[src/rtl/uart_loopback_bridge_pkg.sv]
// Shared types and constants for the UART loopback bridge.
// Holds the RX/TX state encodings, the TX busy timeout and a saturating-increment helper.
package uart_loopback_bridge_pkg;

   typedef enum logic {
      R_IDLE,
      R_GAP
   } rx_state_e;

   typedef enum logic [1:0] {
      T_IDLE,
      T_SEND,
      T_BUSY,
      T_DONE
   } tx_state_e;

   // Cycles T_BUSY tolerates tr_ready staying high before assuming the transmitter missed the launch
   localparam int unsigned BUSY_TIMEOUT = 4;
   localparam int unsigned BUSY_CNT_W   = $clog2(BUSY_TIMEOUT);

   function automatic logic [7:0] sat_inc8(input logic [7:0] v);
      return (v == 8'hFF) ? v : v + 8'd1;
   endfunction

endpackage

[src/rtl/uart_loopback_bridge_fifo.sv]
// Byte FIFO between the RX and TX sides: array storage, registered read port.
// The read register doubles as the transmit data holding register.
module byte_fifo #(
   parameter int DEPTH = 8
) (
   input  logic                     clk,
   input  logic                     srst,
   input  logic                     wr_en,
   input  logic [7:0]               wr_data,
   input  logic                     rd_en,
   output logic [7:0]               rd_data,
   output logic                     full,
   output logic                     empty,
   output logic [$clog2(DEPTH):0]   level
);

   localparam int AW = $clog2(DEPTH);
   localparam logic [AW:0] FULL_LVL = (AW + 1)'(DEPTH);

   logic [7:0]    mem [DEPTH];
   logic [AW-1:0] wr_ptr_q, wr_ptr_d;
   logic [AW-1:0] rd_ptr_q, rd_ptr_d;
   logic [AW:0]   level_q, level_d;
   logic [7:0]    rd_data_q, rd_data_d;
   logic          do_wr, do_rd;

   assign full  = (level_q == FULL_LVL);
   assign empty = (level_q == '0);
   assign level = level_q;
   assign rd_data = rd_data_q;

   // A write into a full FIFO is only accepted when a read frees a slot in the same cycle
   assign do_rd = rd_en && !empty;
   assign do_wr = wr_en && (!full || do_rd);

   always_comb begin
      wr_ptr_d  = wr_ptr_q;
      rd_ptr_d  = rd_ptr_q;
      level_d   = level_q;
      rd_data_d = rd_data_q;
      if (do_wr) begin
         wr_ptr_d = wr_ptr_q + 1'b1;
      end
      if (do_rd) begin
         rd_ptr_d  = rd_ptr_q + 1'b1;
         rd_data_d = mem[rd_ptr_q];
      end
      case ({do_wr, do_rd})
         2'b10:   level_d = level_q + 1'b1;
         2'b01:   level_d = level_q - 1'b1;
         default: level_d = level_q;
      endcase
   end

   always_ff @(posedge clk) begin
      if (srst) begin
         wr_ptr_q  <= '0;
         rd_ptr_q  <= '0;
         level_q   <= '0;
         rd_data_q <= 8'h00;
      end else begin
         wr_ptr_q  <= wr_ptr_d;
         rd_ptr_q  <= rd_ptr_d;
         level_q   <= level_d;
         rd_data_q <= rd_data_d;
      end
   end

   // Storage kept out of the reset block so it maps onto RAM
   always_ff @(posedge clk) begin
      if (do_wr) begin
         mem[wr_ptr_q] <= wr_data;
      end
   end

endmodule

[src/rtl/uart_loopback_bridge.sv]
// Loops bytes from a UART receiver back to a UART transmitter through a byte FIFO.
// RX FSM pops with a minimum two-cycle spacing; TX FSM launches one byte per transmitter handshake.
module uart_loopback_bridge
   import uart_loopback_bridge_pkg::*;
#(
   parameter int DEPTH    = 8,
   parameter int DROP_ERR = 1
) (
   input  logic                    mclk,
   input  logic                    reset,
   input  logic                    enable,
   input  logic [7:0]              rd_data,
   input  logic                    rd_valid,
   input  logic                    frame_err,
   input  logic                    parity_err,
   output logic                    read_en,
   input  logic                    tr_ready,
   output logic [7:0]              tr_data,
   output logic                    send_en,
   output logic [$clog2(DEPTH):0]  fifo_level,
   output logic                    overflow,
   output logic [7:0]              err_cnt,
   output logic [15:0]             tx_cnt
);

   rx_state_e              rx_state_q, rx_state_d;
   tx_state_e              tx_state_q, tx_state_d;
   logic [BUSY_CNT_W-1:0]  busy_cnt_q, busy_cnt_d;
   logic                   overflow_q, overflow_d;
   logic [7:0]             err_cnt_q, err_cnt_d;
   logic [15:0]            tx_cnt_q, tx_cnt_d;

   logic pop_rx;
   logic rx_err;
   logic fifo_wr;
   logic fifo_rd;
   logic fifo_full;
   logic fifo_empty;

   always_comb begin
      rx_state_d = rx_state_q;
      pop_rx     = 1'b0;
      case (rx_state_q)
         R_IDLE: begin
            if (enable && rd_valid && !fifo_full) begin
               pop_rx     = 1'b1;
               rx_state_d = R_GAP;
            end
         end
         R_GAP:   rx_state_d = R_IDLE;
         default: rx_state_d = R_IDLE;
      endcase
   end

   // Strobes are masked during reset so an aborted transfer never leaks a pop or a launch
   assign read_en = pop_rx && !reset;
   assign rx_err  = frame_err || parity_err;
   assign fifo_wr = read_en && !((DROP_ERR != 0) && rx_err);

   always_comb begin
      tx_state_d = tx_state_q;
      busy_cnt_d = busy_cnt_q;
      tx_cnt_d   = tx_cnt_q;
      fifo_rd    = 1'b0;
      case (tx_state_q)
         T_IDLE: begin
            if (enable && !fifo_empty && tr_ready) begin
               fifo_rd    = 1'b1;
               tx_state_d = T_SEND;
            end
         end
         T_SEND: begin
            tx_cnt_d   = tx_cnt_q + 16'd1;
            busy_cnt_d = '0;
            tx_state_d = T_BUSY;
         end
         T_BUSY: begin
            if (!tr_ready || (busy_cnt_q == BUSY_CNT_W'(BUSY_TIMEOUT - 1))) begin
               tx_state_d = T_DONE;
            end else begin
               busy_cnt_d = busy_cnt_q + 1'b1;
            end
         end
         T_DONE: begin
            if (tr_ready) begin
               tx_state_d = T_IDLE;
            end
         end
         default: tx_state_d = T_IDLE;
      endcase
   end

   assign send_en = (tx_state_q == T_SEND) && !reset;

   always_comb begin
      err_cnt_d  = err_cnt_q;
      overflow_d = overflow_q;
      if (read_en && rx_err) begin
         err_cnt_d = sat_inc8(err_cnt_q);
      end
      if (fifo_wr && fifo_full && !fifo_rd) begin
         overflow_d = 1'b1;
      end
   end

   always_ff @(posedge mclk) begin
      if (reset) begin
         rx_state_q <= R_IDLE;
         tx_state_q <= T_IDLE;
         busy_cnt_q <= '0;
         overflow_q <= 1'b0;
         err_cnt_q  <= 8'h00;
         tx_cnt_q   <= 16'h0000;
      end else begin
         rx_state_q <= rx_state_d;
         tx_state_q <= tx_state_d;
         busy_cnt_q <= busy_cnt_d;
         overflow_q <= overflow_d;
         err_cnt_q  <= err_cnt_d;
         tx_cnt_q   <= tx_cnt_d;
      end
   end

   assign overflow = overflow_q;
   assign err_cnt  = err_cnt_q;
   assign tx_cnt   = tx_cnt_q;

   byte_fifo #(
      .DEPTH (DEPTH)
   ) u_fifo (
      .clk     (mclk),
      .srst    (reset),
      .wr_en   (fifo_wr),
      .wr_data (rd_data),
      .rd_en   (fifo_rd),
      .rd_data (tr_data),
      .full    (fifo_full),
      .empty   (fifo_empty),
      .level   (fifo_level)
   );

endmodule

[config.mk]
export PLATFORM = sky130hd
export DESIGN_NAME = uart_loopback_bridge
export DESIGN_NICKNAME = d
export VERILOG_FILES = /design/src/rtl/uart_loopback_bridge_pkg.sv /design/src/rtl/uart_loopback_bridge_fifo.sv /design/src/rtl/uart_loopback_bridge.sv
export SDC_FILE = /design/constraint.sdc
export NUM_CORES = 1
export LEC_CHECK = 0
export CAP_MARGIN = 15
export CORE_UTILIZATION = 62
export CTS_BUF_LIST = sky130_fd_sc_hd__clkbuf_2
export DETAILED_ROUTE_END_ITERATION = 12
export PLACE_DENSITY = 0.87
export SETUP_SLACK_MARGIN = 0.02
export SYNTH_ARGS = -nofsm -noshare
export SYNTH_HDL_FRONTEND = slang
export SYNTH_SLANG_ARGS = --single-unit
[constraint.sdc]
create_clock -name mclk -period 5.57 [get_ports mclk]
set_input_delay 1.114 -clock mclk [delete_from_list [all_inputs] [get_ports mclk]]
set_output_delay 1.114 -clock mclk [all_outputs]
set_load 0.005 [all_outputs]
# ---- Word-level counts from Yosys, hierarchy flattened
# Memories as Yosys holds them, arrays and structs flattened. A register that Yosys moved wholly into a read port is not among the register bits.
# Index checks and enable logic that the tools add are counted.
dict set report word_totals {
  mem_bits_rw 64
  inputBits 15
  elab_cells 73
  memories 1
  reg_bits 40
  out_inout_bits 39
}
dict set report classes {
  bitwise 2
  addsub 7
  reduce_logical 28
  eq_ne 12
  n_mux 14
}
# name depth width read_ports rd_ports_with_merged_regs wr line_no
set memory_table {}
lappend memory_table {u_fifo.mem 8 8 1 1 1 uart_loopback_bridge_fifo.sv:20} ;# logic [7:0] mem [DEPTH];
# operator count
set ops {}
lappend ops {{$add A16 B1 Y16 const B} 1}
lappend ops {{$logic_and A1 B1 Y1} 12}
lappend ops {{$add A8 B1 Y8 const B} 1}
lappend ops {{$eq A2 B2 Y1 const B} 4}
lappend ops {{$eq A8 B8 Y1 const B} 1}
lappend ops {{$mux W2} 4}
lappend ops {{$ne A2 B2 Y1 const B} 4}
lappend ops {{$pmux W2 S4} 1}
lappend ops {{$pmux W4 S2} 1}
lappend ops {{$add A3 B1 Y3 const B} 2}
lappend ops {{$logic_not A1 Y1} 6}
lappend ops {{$mux W1} 6}
lappend ops {{$add A4 B1 Y4 const B} 1}
lappend ops {{$eq A2 B1 Y1 const B} 2}
lappend ops {{$eq A4 B4 Y1 const B} 1}
lappend ops {{$logic_not A4 Y1} 1}
lappend ops {{$pmux W2 S2} 1}
lappend ops {{$reduce_and A2 Y1} 2}
lappend ops {{$reduce_bool A2 Y1} 2}
lappend ops {{$sub A4 B1 Y4 const B} 1}
lappend ops {{$logic_or A1 B1 Y1} 3}
lappend ops {{$reduce_and A3 Y1} 1}
lappend ops {{$add A2 B1 Y2 const B} 1}
lappend ops {{$logic_not A2 Y1} 1}
lappend ops {{other kinds (2)} 3}

# ---- Depth between registers and ports, before layout
dict set report logic_depth {
  ltp_word 11
  ltp_mapped 12
}

# ---- By module
# From an unflattened synthesis, not the netlist that was laid out.
dict set report hier_totals {
  hier_cells 370
  area_unflattened_um2 4817.1
}
# module seq_area_each_um2 cells_each instances area_per_inst_um2
set by_module_without_submodules {}
lappend by_module_without_submodules {byte_fifo 2282.2 203 1 3357.0}
lappend by_module_without_submodules {uart_loopback_bridge 600.6 167 1 1460.2}

# ---- Worst setup path before layout
# Ideal clock, no wire load.
dict set report synth_timing {
  path_kind {input to register}
  start {in reset}
  end {reg u_fifo.level_q[2], in the netlist u_fifo.level[2]}
  n_path_buf 0
  setup_ps 71
  path_slack_ps 2631
  path_stages 9
  arrival_time_ps 2868
  path_cell_list {and4bb_2 -> nand3_2 -> ha_1 -> xor2_1 -> ha_1 -> a21oi_1 -> xor2_1 -> or3_1 -> a21oi_1}
}
dict set report synth_between {
  elab_chain_cells 6
}
# item line_no
set synth_rtl {}
lappend synth_rtl {{start, declared} uart_loopback_bridge.sv:10} ;# input logic reset,
lappend synth_rtl {{$logic_not A1 Y1} uart_loopback_bridge.sv:56} ;# assign read_en = pop_rx && !reset;
lappend synth_rtl {{$logic_and A1 B1 Y1} uart_loopback_bridge.sv:56}
lappend synth_rtl {{$logic_and A1 B1 Y1} uart_loopback_bridge.sv:58} ;# assign fifo_wr = read_en && !((DROP_ERR != 0) && rx_err);
lappend synth_rtl {{$logic_and A1 B1 Y1} uart_loopback_bridge_fifo.sv:34} ;# assign do_wr = wr_en && (!full || do_rd);
lappend synth_rtl {{$eq A2 B1 Y1 or $eq A2 B2 Y1 (tied branches)} uart_loopback_bridge_fifo.sv:48} ;# case ({do_wr, do_rd})
lappend synth_rtl {{$pmux W4 S2 or $reduce_bool A2 Y1 (tied branches)} -}
lappend synth_rtl {{end signal, assigned} uart_loopback_bridge_fifo.sv:64} ;# level_q <= level_d;
lappend synth_rtl {{end, declared} uart_loopback_bridge_fifo.sv:23} ;# logic [AW:0] level_q, level_d;
# Parallel ways exist; a longest one is shown, timed or not.
# A chain may end at the register's enable or synchronous reset.

# ---- Worst setup path in the final report
dict set report layout_timing {
  start {in reset}
  end {out read_en}
}
dict set report layout_between {
  elab_chain_cells 2
}
# item line_no
set layout_rtl {}
lappend layout_rtl {{$logic_not A1 Y1} uart_loopback_bridge.sv:56}
lappend layout_rtl {{$logic_and A1 B1 Y1} uart_loopback_bridge.sv:56}
lappend layout_rtl {{end, declared} uart_loopback_bridge.sv:16} ;# output logic read_en,
# No other way between the ends.

==> impl_metrics.json <==
{
  "period_share_pct": 67.7,
  "cts_inserted_buffers": 9,
  "cts_hold_buf": 0,
  "crit_fanout": 50,
  "maxCapViolations": 0,
  "yosys.area.top_type_share_pct": 40.9,
  "max_slew.worst_pin.slew_ps": 939,
  "htree_num_levels": 3,
  "core-area_um2": 7290,
  "hold_viol": 0,
  "grt_first_pass_wirelength_um": 14400,
  "clock_path_buffers": 2,
  "start_util_pct": 64.5,
  "cp.required_ps": 4460,
  "cp-start-kind": "input pin",
  "synthTopCellsByArea": "edfxtp_1 (41%), dfxtp_1 (20%), mux4_2 (7.7%)",
  "syn_area_um2": 4700,
  "die_width_um": 89.1,
  "fin_skew_ps": 49.9,
  "drc": 0,
  "num_antenna_cells": 0,
  "switching_share_pct": 26.5,
  "synth_seq_cells": 112,
  "slew-limit-headroom_pct": 37.1,
  "n_fill_cell": 491,
  "track_usage_pct": 24.9,
  "drv_slew": 0,
  "seqPwrFrac_pct": 64.4,
  "clkTransAtPathRegs_ps": 310,
  "multi_input_area_um2": 1730,
  "dieHeight_um": 89.1,
  "ff_latch_area_um2": 2880,
  "insertion_delay_ps": 620,
  "hold_ws_ps": 488,
  "finalSetupViolations": 0,
  "first_pass_iters": 5,
  "path_class": "in2out",
  "layout_commonest_cell": "edfxtp_1",
  "p_leak_nw": 1.81,
  "layout-drive-gt1-share_pct": 12.9,
  "max_freq_mhz": 265,
  "grt_max_degree": 51,
  "clockRootBuffer": "clkbuf_2",
  "drt_wl_total_um": 8950,
  "fin_nets": 435,
  "cts_tree": "built",
  "ys_types": 55,
  "ios": 54,
  "cts_resized": 0,
  "final_cell_mix": "edfxtp_1 (64), clkdlybuf4s50_1 (52), dfxtp_1 (48)",
  "period_needed_ps": 3770,
  "dp_cells": 495,
  "yosysWarnings": 0,
  "rsz0062_at_grt": "no",
  "design_area_um2": 5460,
  "end_kind": "primary output",
  "switchingPower_w": 0.000369,
  "grt_overflow": 0,
  "crit_arrival_ps": 2660,
  "synthCells": 354,
  "cts_sinks": 112,
  "num_rows": 31,
  "drtIter0Drc": 316,
  "p_comb_share_pct": 7.4,
  "setup_tns_ps": 0,
  "p_per_area_nw_per_um2": 254,
  "grt_antenna_before_repair": 0,
  "hp-class": "reg2reg",
  "area_growth_pct": 16.1,
  "status": "finished, final reports clean",
  "place_area_um2": 5320,
  "postCtsSetupBuffers": 0,
  "dp_hpwl_um": 6030,
  "ant_nets": 0,
  "dieArea_um2": 7940,
  "wire_per_inst_um": 17.5,
  "pwr-share-clk_pct": 28.2,
  "place_congestion": 0.738,
  "irDropWorstVdd_uv": 206,
  "grt_pass1_vias": 2896,
  "io_buffer_count": 53,
  "vias": 3056,
  "yosysTopAreaCell": "edfxtp_1",
  "syn-num-nets": 382,
  "synth_area_per_cell_um2": 13.3,
  "yosysSeqAreaShare_pct": 61.3,
  "cell_internal_pwr_w": 0.00102,
  "instances_no_fill": 511,
  "via_per_inst": 5.98
}
## through the flow
stage | utilization (%) | power (W) | setup WS, ps
2_1_floorplan | - | 0.000968 | 2630
3_3_place_gp | 72.9 | 0.00101 | 1860
3_5_place_dp | 72.9 | 0.00101 | 1800
4_1_cts | 74.9 | 0.00140 | 1810
5_1_grt | 74.9 | 0.00145 | 1740
6_report | 74.9 | 0.00139 | 1800
## power by group through the flow
stage / sequential, W / clock [W] / combinational (W)
2_1_floorplan: 0.000909 / 0 / 0.0000596
3_3_place_gp: 0.000909 / 0 / 0.0000973
3_5_place_dp: 0.000911 / 0 / 0.000103
4_1_cts: 0.000895 / 0.000398 / 0.000104
5_1_grt: 0.000897 / 0.000435 / 0.000115
6_report: 0.000895 / 0.000392 / 0.000103
## sequential cells by signal, summed over array words and instances, names as in the netlist
name             flops
busy_cnt_q           2
tx_cnt              16
overflow             1
u_fifo.rd_ptr_q      3
u_fifo.rd_data       8
err_cnt              8
u_fifo.level         4
u_fifo.wr_ptr_q      3
u_fifo.mem          64
rx_state_q           1
tx_state_q           2
## layer usage
layer | vias up | routed length, µm | GRT usage, %
li1 | 1450 | - | -
met1 | 1490 | 3670 | 32.1
met2 | 99 | 4610 | 41.7
met3 | 17 | 538 | 6.46
met4 | 0 | 131 | 7.65
met5 | - | 0 | 0
## cell families after synthesis
logic type	share of synthesized area (%)
AOI/OAI and AO/OA	4.95
xor gates and xnor gates	3.35
adders and majority gates	3.46
buffers and inverters	2.21
DFF	61.3
muxes	9.52
and+or+nand+nor	15.2
## final timing paths
path / depth (start not counted) / from / end / slack (ps)
setup / recovery: 5 / reset / read_en / 1800
hold / removal: 1 / overflow / overflow / 490
setup reg to reg: 11 / tx_state_q[0] / u_fifo.level[2] / 2730
hold reg to reg: 1 / overflow / overflow / 490
## final cells by class
type                    instances  share of cell area, %
clock buffers                   9                  0.824
clock inverters                 7                   1.85
inverters                       6                  0.412
multi-input cells             221                   31.7
flip-flops and latches        112                   52.8
well taps                      99                   2.27
repair buffers                 57                   10.2
## cell usage after synthesis, drive strengths merged
| cell | instances |
|---|---|
| o21ai | 8 |
| inv | 6 |
| nor4 | 1 |
| a211o | 1 |
| xor2 | 10 |
| nor2b | 7 |
| nand2b | 3 |
| nor2 | 42 |
| ha | 13 |
| o311ai | 1 |
| mux4 | 16 |
| o22ai | 8 |
| xnor2 | 8 |
| a31oi | 1 |
| o21a | 1 |
| or4 | 3 |
| clkbuf | 7 |
| nand2 | 7 |
| mux2 | 3 |
| or4b | 1 |
| nor4b | 1 |
| nor4bb | 1 |
| nand4 | 8 |
| nand3 | 16 |
| and3 | 6 |
| dfxtp | 48 |
| a21oi | 11 |
| and2 | 3 |
| buf | 8 |
| and4bb | 1 |
| a311oi | 3 |
| a211oi | 1 |
| nor3b | 1 |
| or3 | 5 |
| mux2i | 5 |
| nor3 | 15 |
| a22oi | 1 |
| a21boi | 1 |
| nand3b | 1 |
| and3b | 2 |
| edfxtp | 64 |
| and4 | 4 |
| o31ai | 1 |
## worst max-delay path: stages
cell	delay, ps
buf_2	100
buf_4	270
and4bb_2	470
and2_1	170
clkdlybuf4s50_1	510
(Power assumes the default switching activity.)
